===== src/rtl/vga_pkg.sv =====
// vga_pkg: 1280x1024@60 video timing constants and the memory arbiter grant encoding.
package vga_pkg;
    localparam int H_VIS        = 1280;
    localparam int V_VIS        = 1024;
    localparam int H_TOTAL      = 1688;
    localparam int V_TOTAL      = 1066;
    localparam int PIX_PER_WORD = 4;
    localparam int FRAME_WORDS  = H_VIS * V_VIS / PIX_PER_WORD;

    typedef enum logic [1:0] {GNT_NONE, GNT_DISP, GNT_CPU} gnt_e;
endpackage


===== src/rtl/pixel_fifo.sv =====
// pixel_fifo: small synchronous prefetch FIFO; flush has priority over push/pop.
module pixel_fifo #(
    parameter int DATA_W     = 32,
    parameter int FIFO_DEPTH = 4
) (
    input  logic                        clk,
    input  logic                        rst_n,
    input  logic                        push,
    input  logic                        pop,
    input  logic                        flush,
    input  logic [DATA_W-1:0]           wdata,
    output logic [DATA_W-1:0]           rdata,
    output logic [$clog2(FIFO_DEPTH):0] occ,
    output logic                        empty
);
    localparam int PTR_W = $clog2(FIFO_DEPTH);
    localparam int OCC_W = PTR_W + 1;

    logic [DATA_W-1:0] mem [FIFO_DEPTH];
    logic [PTR_W-1:0]  wr_ptr, rd_ptr;

    assign rdata = mem[rd_ptr];
    assign empty = occ == '0;

    always_ff @(posedge clk)
        if (push && !flush) mem[wr_ptr] <= wdata;

    always_ff @(posedge clk or negedge rst_n)
        if (!rst_n) begin
            wr_ptr <= '0;
            rd_ptr <= '0;
            occ    <= '0;
        end else if (flush) begin
            wr_ptr <= '0;
            rd_ptr <= '0;
            occ    <= '0;
        end else begin
            if (push) wr_ptr <= wr_ptr + 1'b1;
            if (pop) rd_ptr <= rd_ptr + 1'b1;
            occ <= occ + OCC_W'(push) - OCC_W'(pop);
        end
endmodule


===== src/rtl/vga_mem_arbiter.sv =====
// vga_mem_arbiter: shares the single-port video memory between the CPU and the
// VGA scan-out prefetcher, and serialises prefetched words into one pixel per clock.
module vga_mem_arbiter
    import vga_pkg::*;
#(
    parameter int                DATA_W     = 32,
    parameter int                PIX_W      = 8,
    parameter int                ADDR_W     = 19,
    parameter int                H_VIS      = vga_pkg::H_VIS,
    parameter int                V_VIS      = vga_pkg::V_VIS,
    parameter int                FIFO_DEPTH = 4,
    parameter logic [ADDR_W-1:0] BASE_ADDR  = '0
) (
    input  logic              clk,
    input  logic              rst_n,
    input  logic [10:0]       H,
    input  logic [10:0]       V,
    input  logic              cpu_req,
    input  logic              cpu_we,
    input  logic [ADDR_W-1:0] cpu_addr,
    input  logic [DATA_W-1:0] cpu_wdata,
    output logic              cpu_gnt,
    output logic              cpu_rvalid,
    output logic [DATA_W-1:0] cpu_rdata,
    output logic              mem_en,
    output logic              mem_we,
    output logic [ADDR_W-1:0] mem_addr,
    output logic [DATA_W-1:0] mem_wdata,
    input  logic [DATA_W-1:0] mem_rdata,
    output logic [PIX_W-1:0]  pixel,
    output logic              underrun
);
    localparam int PPW     = DATA_W / PIX_W;
    localparam int FRAME_W = H_VIS * V_VIS / PPW;
    localparam int CNT_W   = $clog2(FRAME_W + 1);
    localparam int OCC_W   = $clog2(FIFO_DEPTH) + 1;
    localparam int SEL_W   = $clog2(PPW);

    gnt_e              gnt;
    logic              visible, reload, eligible, urgent, inflight, push, pop, empty;
    logic [OCC_W-1:0]  occ;
    logic [OCC_W:0]    pending;
    logic [ADDR_W-1:0] fetch_addr;
    logic [CNT_W-1:0]  fetch_cnt;
    logic [DATA_W-1:0] head;
    logic [SEL_W-1:0]  sel;

    assign visible  = int'(H) < H_VIS && int'(V) < V_VIS;
    assign reload   = int'(V) == V_VIS && H == '0;
    assign pending  = {1'b0, occ} + (OCC_W + 1)'(inflight);
    // No display fetch in the reload cycle: its address would belong to the old frame.
    assign eligible = !reload && int'(fetch_cnt) < FRAME_W && int'(pending) < FIFO_DEPTH;
    assign urgent   = eligible && int'(pending) <= 1;

    always_comb
        gnt = !rst_n ? GNT_NONE : urgent ? GNT_DISP : cpu_req ? GNT_CPU : eligible ? GNT_DISP : GNT_NONE;

    assign cpu_gnt   = gnt == GNT_CPU;
    assign mem_en    = gnt != GNT_NONE;
    assign mem_we    = cpu_gnt && cpu_we;
    assign mem_addr  = cpu_gnt ? cpu_addr : fetch_addr;
    assign mem_wdata = cpu_wdata;
    assign cpu_rdata = cpu_rvalid ? mem_rdata : '0;

    assign sel  = H[SEL_W-1:0];
    assign push = inflight && !reload;
    assign pop  = visible && !empty && &sel;

    pixel_fifo #(.DATA_W(DATA_W), .FIFO_DEPTH(FIFO_DEPTH)) u_fifo (
        .clk   (clk),
        .rst_n (rst_n),
        .push  (push),
        .pop   (pop),
        .flush (reload),
        .wdata (mem_rdata),
        .rdata (head),
        .occ   (occ),
        .empty (empty)
    );

    always_ff @(posedge clk or negedge rst_n)
        if (!rst_n) begin
            inflight   <= 1'b0;
            cpu_rvalid <= 1'b0;
            fetch_addr <= BASE_ADDR;
            fetch_cnt  <= '0;
            pixel      <= '0;
            underrun   <= 1'b0;
        end else begin
            inflight   <= gnt == GNT_DISP;
            cpu_rvalid <= cpu_gnt && !cpu_we;
            pixel      <= visible && !empty ? head[sel*PIX_W +: PIX_W] : '0;
            if (reload) begin
                fetch_addr <= BASE_ADDR;
                fetch_cnt  <= '0;
                underrun   <= 1'b0;
            end else begin
                if (gnt == GNT_DISP) begin
                    fetch_addr <= fetch_addr + 1'b1;
                    fetch_cnt  <= fetch_cnt + 1'b1;
                end
                if (visible && empty) underrun <= 1'b1;
            end
        end
endmodule

===== config.mk =====
export PLATFORM = sky130hd
export DESIGN_NAME = vga_mem_arbiter
export DESIGN_NICKNAME = d
export VERILOG_FILES = /design/src/rtl/vga_pkg.sv /design/src/rtl/pixel_fifo.sv /design/src/rtl/vga_mem_arbiter.sv
export SDC_FILE = /design/constraint.sdc
export NUM_CORES = 1
export LEC_CHECK = 0
export CORE_UTILIZATION = 46
export CTS_CLUSTER_SIZE = 40
export DETAILED_ROUTE_END_ITERATION = 6
export GPL_ROUTABILITY_DRIVEN = 0
export HOLD_SLACK_MARGIN = 0.02
export PLACE_DENSITY = 0.77
export SLEW_MARGIN = 20
export SYNTH_ARGS = -nofsm -noshare
export SYNTH_HDL_FRONTEND = slang
export SYNTH_SLANG_ARGS = --single-unit
export TNS_END_PERCENT = 1

===== constraint.sdc =====
create_clock -name clk -period 2.24 [get_ports clk]
set_input_delay 0.448 -clock clk [delete_from_list [all_inputs] [get_ports clk]]
set_output_delay 0.448 -clock clk [all_outputs]
set_load 0.02 [all_outputs]

==> results <==
-- layout make-up --
class,instances,area share [%]
clock buffer,21,3.81
timing repair buffer,242,19.8
clock inverter,11,1.03
sequential,184,44.4
inverter,10,0.318
tap,234,2.48
multi-input combinational,401,28.1
-- stage by stage --
stage / total power (W) / TNS [ps] / instances / area, um^2
after CTS: 0.0119 / -10730 / 1105 / 11700
after floorplan: 0.00711 / -13220 / 670 / 8900
after global placement: 0.00864 / -83330 / 1069 / 11000
final: 0.0118 / -9690 / 1103 / 11800
after global routing: 0.0123 / -12130 / 1103 / 11800
after detailed placement: 0.00877 / -91050 / 1069 / 11000
-- routing by layer --
metal	vias to the layer above	wire (um)
li1	2954	-
met1	3183	8980
met2	226	11200
met3	63	1100
met4	0	665
met5	-	0
-- registers in the layout, summed over array words and instances, names as in the netlist --
signal,cells
u_fifo.mem,128
fetch_addr,19
fetch_cnt,19
pixel,8
u_fifo.occ,3
u_fifo.rd_ptr,2
u_fifo.wr_ptr,2
cpu_rvalid,1
inflight,1
underrun,1
-- power groups by stage --
stage | logic, W | clock network (W) | registers, W
after floorplan | 0.00257 | 0 | 0.00454
after global placement | 0.00406 | 0 | 0.00458
after detailed placement | 0.00415 | 0 | 0.00462
after CTS | 0.00437 | 0.00294 | 0.00459
after global routing | 0.00459 | 0.00308 | 0.00465
final | 0.00426 | 0.00292 | 0.00459
-- path summary, 6_finish.rpt --
| kind | from | end | slack (ps) | cells after the start |
|---|---|---|---|---|
| worst max-delay path | inflight | mem_addr[0] | -450 | 8 |
| worst min-delay path | rst_n | fetch_addr[3] | 50 | 2 |
| worst max register to register | u_fifo.occ[1] | u_fifo.occ[2] | -80 | 11 |
| worst min register to register | underrun | underrun | 550 | 2 |
| max in group asynchronous | rst_n | u_fifo.rd_ptr[0] | 1680 | 3 |
| min in group clk | rst_n | cpu_rvalid | 530 | 4 |
-- layout by cell type (no fill, tap or decap), types with 4 or more instances in the layout --
master                            instances
sky130_fd_sc_hd__edfxtp_1               128
sky130_fd_sc_hd__buf_4                   99
sky130_fd_sc_hd__clkdlybuf4s50_1         84
sky130_fd_sc_hd__nand2_1                 60
sky130_fd_sc_hd__dfrtp_1                 55
sky130_fd_sc_hd__and2_1                  36
sky130_fd_sc_hd__mux4_2                  32
sky130_fd_sc_hd__dlymetal6s2s_1          29
sky130_fd_sc_hd__a21oi_1                 27
sky130_fd_sc_hd__or4_1                   20
sky130_fd_sc_hd__o211ai_1                19
sky130_fd_sc_hd__o31ai_1                 19
sky130_fd_sc_hd__o2111ai_1               18
sky130_fd_sc_hd__clkbuf_16               17
sky130_fd_sc_hd__a211oi_1                16
sky130_fd_sc_hd__o21ai_0                 14
sky130_fd_sc_hd__nor2_1                  13
sky130_fd_sc_hd__mux2i_1                 13
sky130_fd_sc_hd__nand4_1                 12
sky130_fd_sc_hd__nand3_1                 12
sky130_fd_sc_hd__buf_12                  12
sky130_fd_sc_hd__or3_1                   10
sky130_fd_sc_hd__inv_1                    9
sky130_fd_sc_hd__ha_1                     9
sky130_fd_sc_hd__nor2b_1                  8
sky130_fd_sc_hd__buf_2                    8
sky130_fd_sc_hd__and4_1                   7
sky130_fd_sc_hd__xnor2_1                  6
sky130_fd_sc_hd__a21oi_2                  6
sky130_fd_sc_hd__and3_1                   5
sky130_fd_sc_hd__nor4_1                   4
sky130_fd_sc_hd__clkinv_2                 4
sky130_fd_sc_hd__dlygate4sd2_1            4
sky130_fd_sc_hd__buf_6                    4
-- cell families (layout without fill, tap and decap cells) --
group / Yosys count / count (layout) / share of synthesized area (%)
flip-flops: 184 / 184 / 59.2
XOR/XNOR: 7 / 7 / 0.777
AND/OR/NAND/NOR: 207 / 207 / 13.1
buffers and inverters: 85 / 284 / 5.37
adder cells (fa/ha/maj): 12 / 12 / 1.78
AO/OA/AOI/OAI: 130 / 130 / 10.2
multiplexers: 45 / 45 / 9.61
-- repair_timing --
item                                    in CTS  in global routing
resized for setup                          107                 67
pin swaps                                    5                 19
buffers inserted                             3                  0
endpoints found under the setup margin     194                201
gates cloned                                 1                  0
endpoints found under the hold margin        0                  0
==> impl_metrics.ini <==
[status]
result_of_the_run = finished with violations
violations_in_the_final_reports = negative setup slack

[global_routing]
number_of_antenna_violations_at_the_first_check_in_global_routing = 0
tot_gr_track_use_pct = 23.2
grt_max_degree = 37
grt_use_met2_pct = 40.3
grt.overflow.total = 0
grtUsageMet1_pct = 27.3
grt_pass1_wl_um = 34900
busiest_metal_layer_after_global_routing = met2
use_met3_pct = 4.35
via_count_of_the_first_global_routing_pass = 6695

[worst_setup_path]
crit_path_frequent_cell = sky130_fd_sc_hd__ha_4
worstPathCellList = ha_4 > ha_4 > xnor2_4 > nand3_4 > a211oi_4 > buf_6 > o211ai_1 > buf_4
timing.critical_path.slowest_stage_cell = sky130_fd_sc_hd__dfrtp_1
crit_path_start_kind = flip-flop
crit_path_end_kind = output port
crit_path_max_fanout = 11
arr_time_crit_path_ps = 2240
cpPeakStageDelay_ps = 420
worst_ep_required_time_ps = 1790
critical_path_buf_inv_count = 2
path_delay_family = flip-flops
worst-setup-path-type = reg2out

[timing]
post-route-min-period_ps = 2690
timing.slew.headroom_pct = 68.8
slew_violations = 0
worst_slack_ps = -449
worstMarginPinSlew_ps = 467
timing.clock.skew_ps = 7.95
hold_viol = 0
hold_slack_ps = 51.8
fmaxAchievable_ghz = 0.372
rsz0062_at_grt = true
final_setup_violation_count = 24
final_min_period_over_clock_period_pct = 120

[synthesis]
yosysTopAreaCellShare_pct = 43.4
synth_area_um2 = 8850
biggest_area_consumer_among_synthesized_cells = sky130_fd_sc_hd__edfxtp_1
synth_ff_type = sky130_fd_sc_hd__edfxtp_1
postSynthNetCount = 791
netlist_top_cells_area = sky130_fd_sc_hd__edfxtp_1 (43%), sky130_fd_sc_hd__dfrtp_1 (16%), sky130_fd_sc_hd__mux4_2 (8.1%), sky130_fd_sc_hd__buf_4 (2.9%), sky130_fd_sc_hd__and2_1 (2.6%)
synth_cells = 670
portion_of_the_post_synthesis_area_used_by_sequential_elements_pct = 59.2
postSynthRegisterBits = 184
yosys.cell_count.top_type = sky130_fd_sc_hd__edfxtp_1
yosysUniqueCellTypes = 42
asyncSetResetFlopFracSynth_pct = 30.4
syn-mean-instance-area_um2 = 13.2
synth.cells.most_frequent = sky130_fd_sc_hd__edfxtp_1 (128), sky130_fd_sc_hd__nand2_1 (61), sky130_fd_sc_hd__dfrtp_1 (56)
synth-edff-count = 128
yosys_warnings = 0

[floorplanning]
fp.dieH_um = 141
placeableCoreArea_um2 = 18800
core.rowCount = 50
design.die.area_um2 = 19800
floorplan.initialDensity_pct = 47.2
die_width_um = 141
num_io_pins = 205

[power_and_ir_drop]
static-leakage-power_nw = 4.77
part_of_the_power_in_the_clock_network_pct = 24.8
power.density_nw_per_um2 = 997
combinationalPowerShare_pct = 36.2
switchingPower_w = 0.00379
netSwitchingFraction_pct = 32.2
irDropWorstVdd_v = 0.000633
internal-power_w = 0.00799
seqPwrFrac_pct = 39.0

[route]
drc = 0
first_pass_iters = 4
detail_route.vias_per_cell = 5.83
route.final.wire_length_um = 21900
ant_nets = 0
detail_route.wl_per_cell_um = 19.9
drt-initial-drc-count = 374
routed_via_count = 6426

[finish]
layout.core_utilization_pct = 62.9
count_of_fill_cells_added_during_filler_insertion = 1420
multi_input_area_um2 = 3320
register_area_um2 = 5250
n_antenna_cell = 0
flow.area_growth_from_synthesis_pct = 33.4
drive_gt1_share_pct = 25.1
layout.nets = 977

[hold_path]
holdCritPathClass = in2async

[placed_design]
dp_hpwl_um = 14300
placement.io_buffers = 140
placement.setup.worst_slack_ps = -885

[clock_network]
register_clock_pin_slew_on_the_reported_worst_setup_and_hold_paths_ps = 60
cts_tree = yes
numCtsBuffers = 17
h-tree-depth = 4
cts_max_path_buffers = 2
cts-root-buf = sky130_fd_sc_hd__clkbuf_16
hold_buffers = 0
clkLatencyLatePin_ps = 430
numClockSinks = 184

[job]
cap_violations = 0
Note: power is estimated with default switching activity, not from simulation.
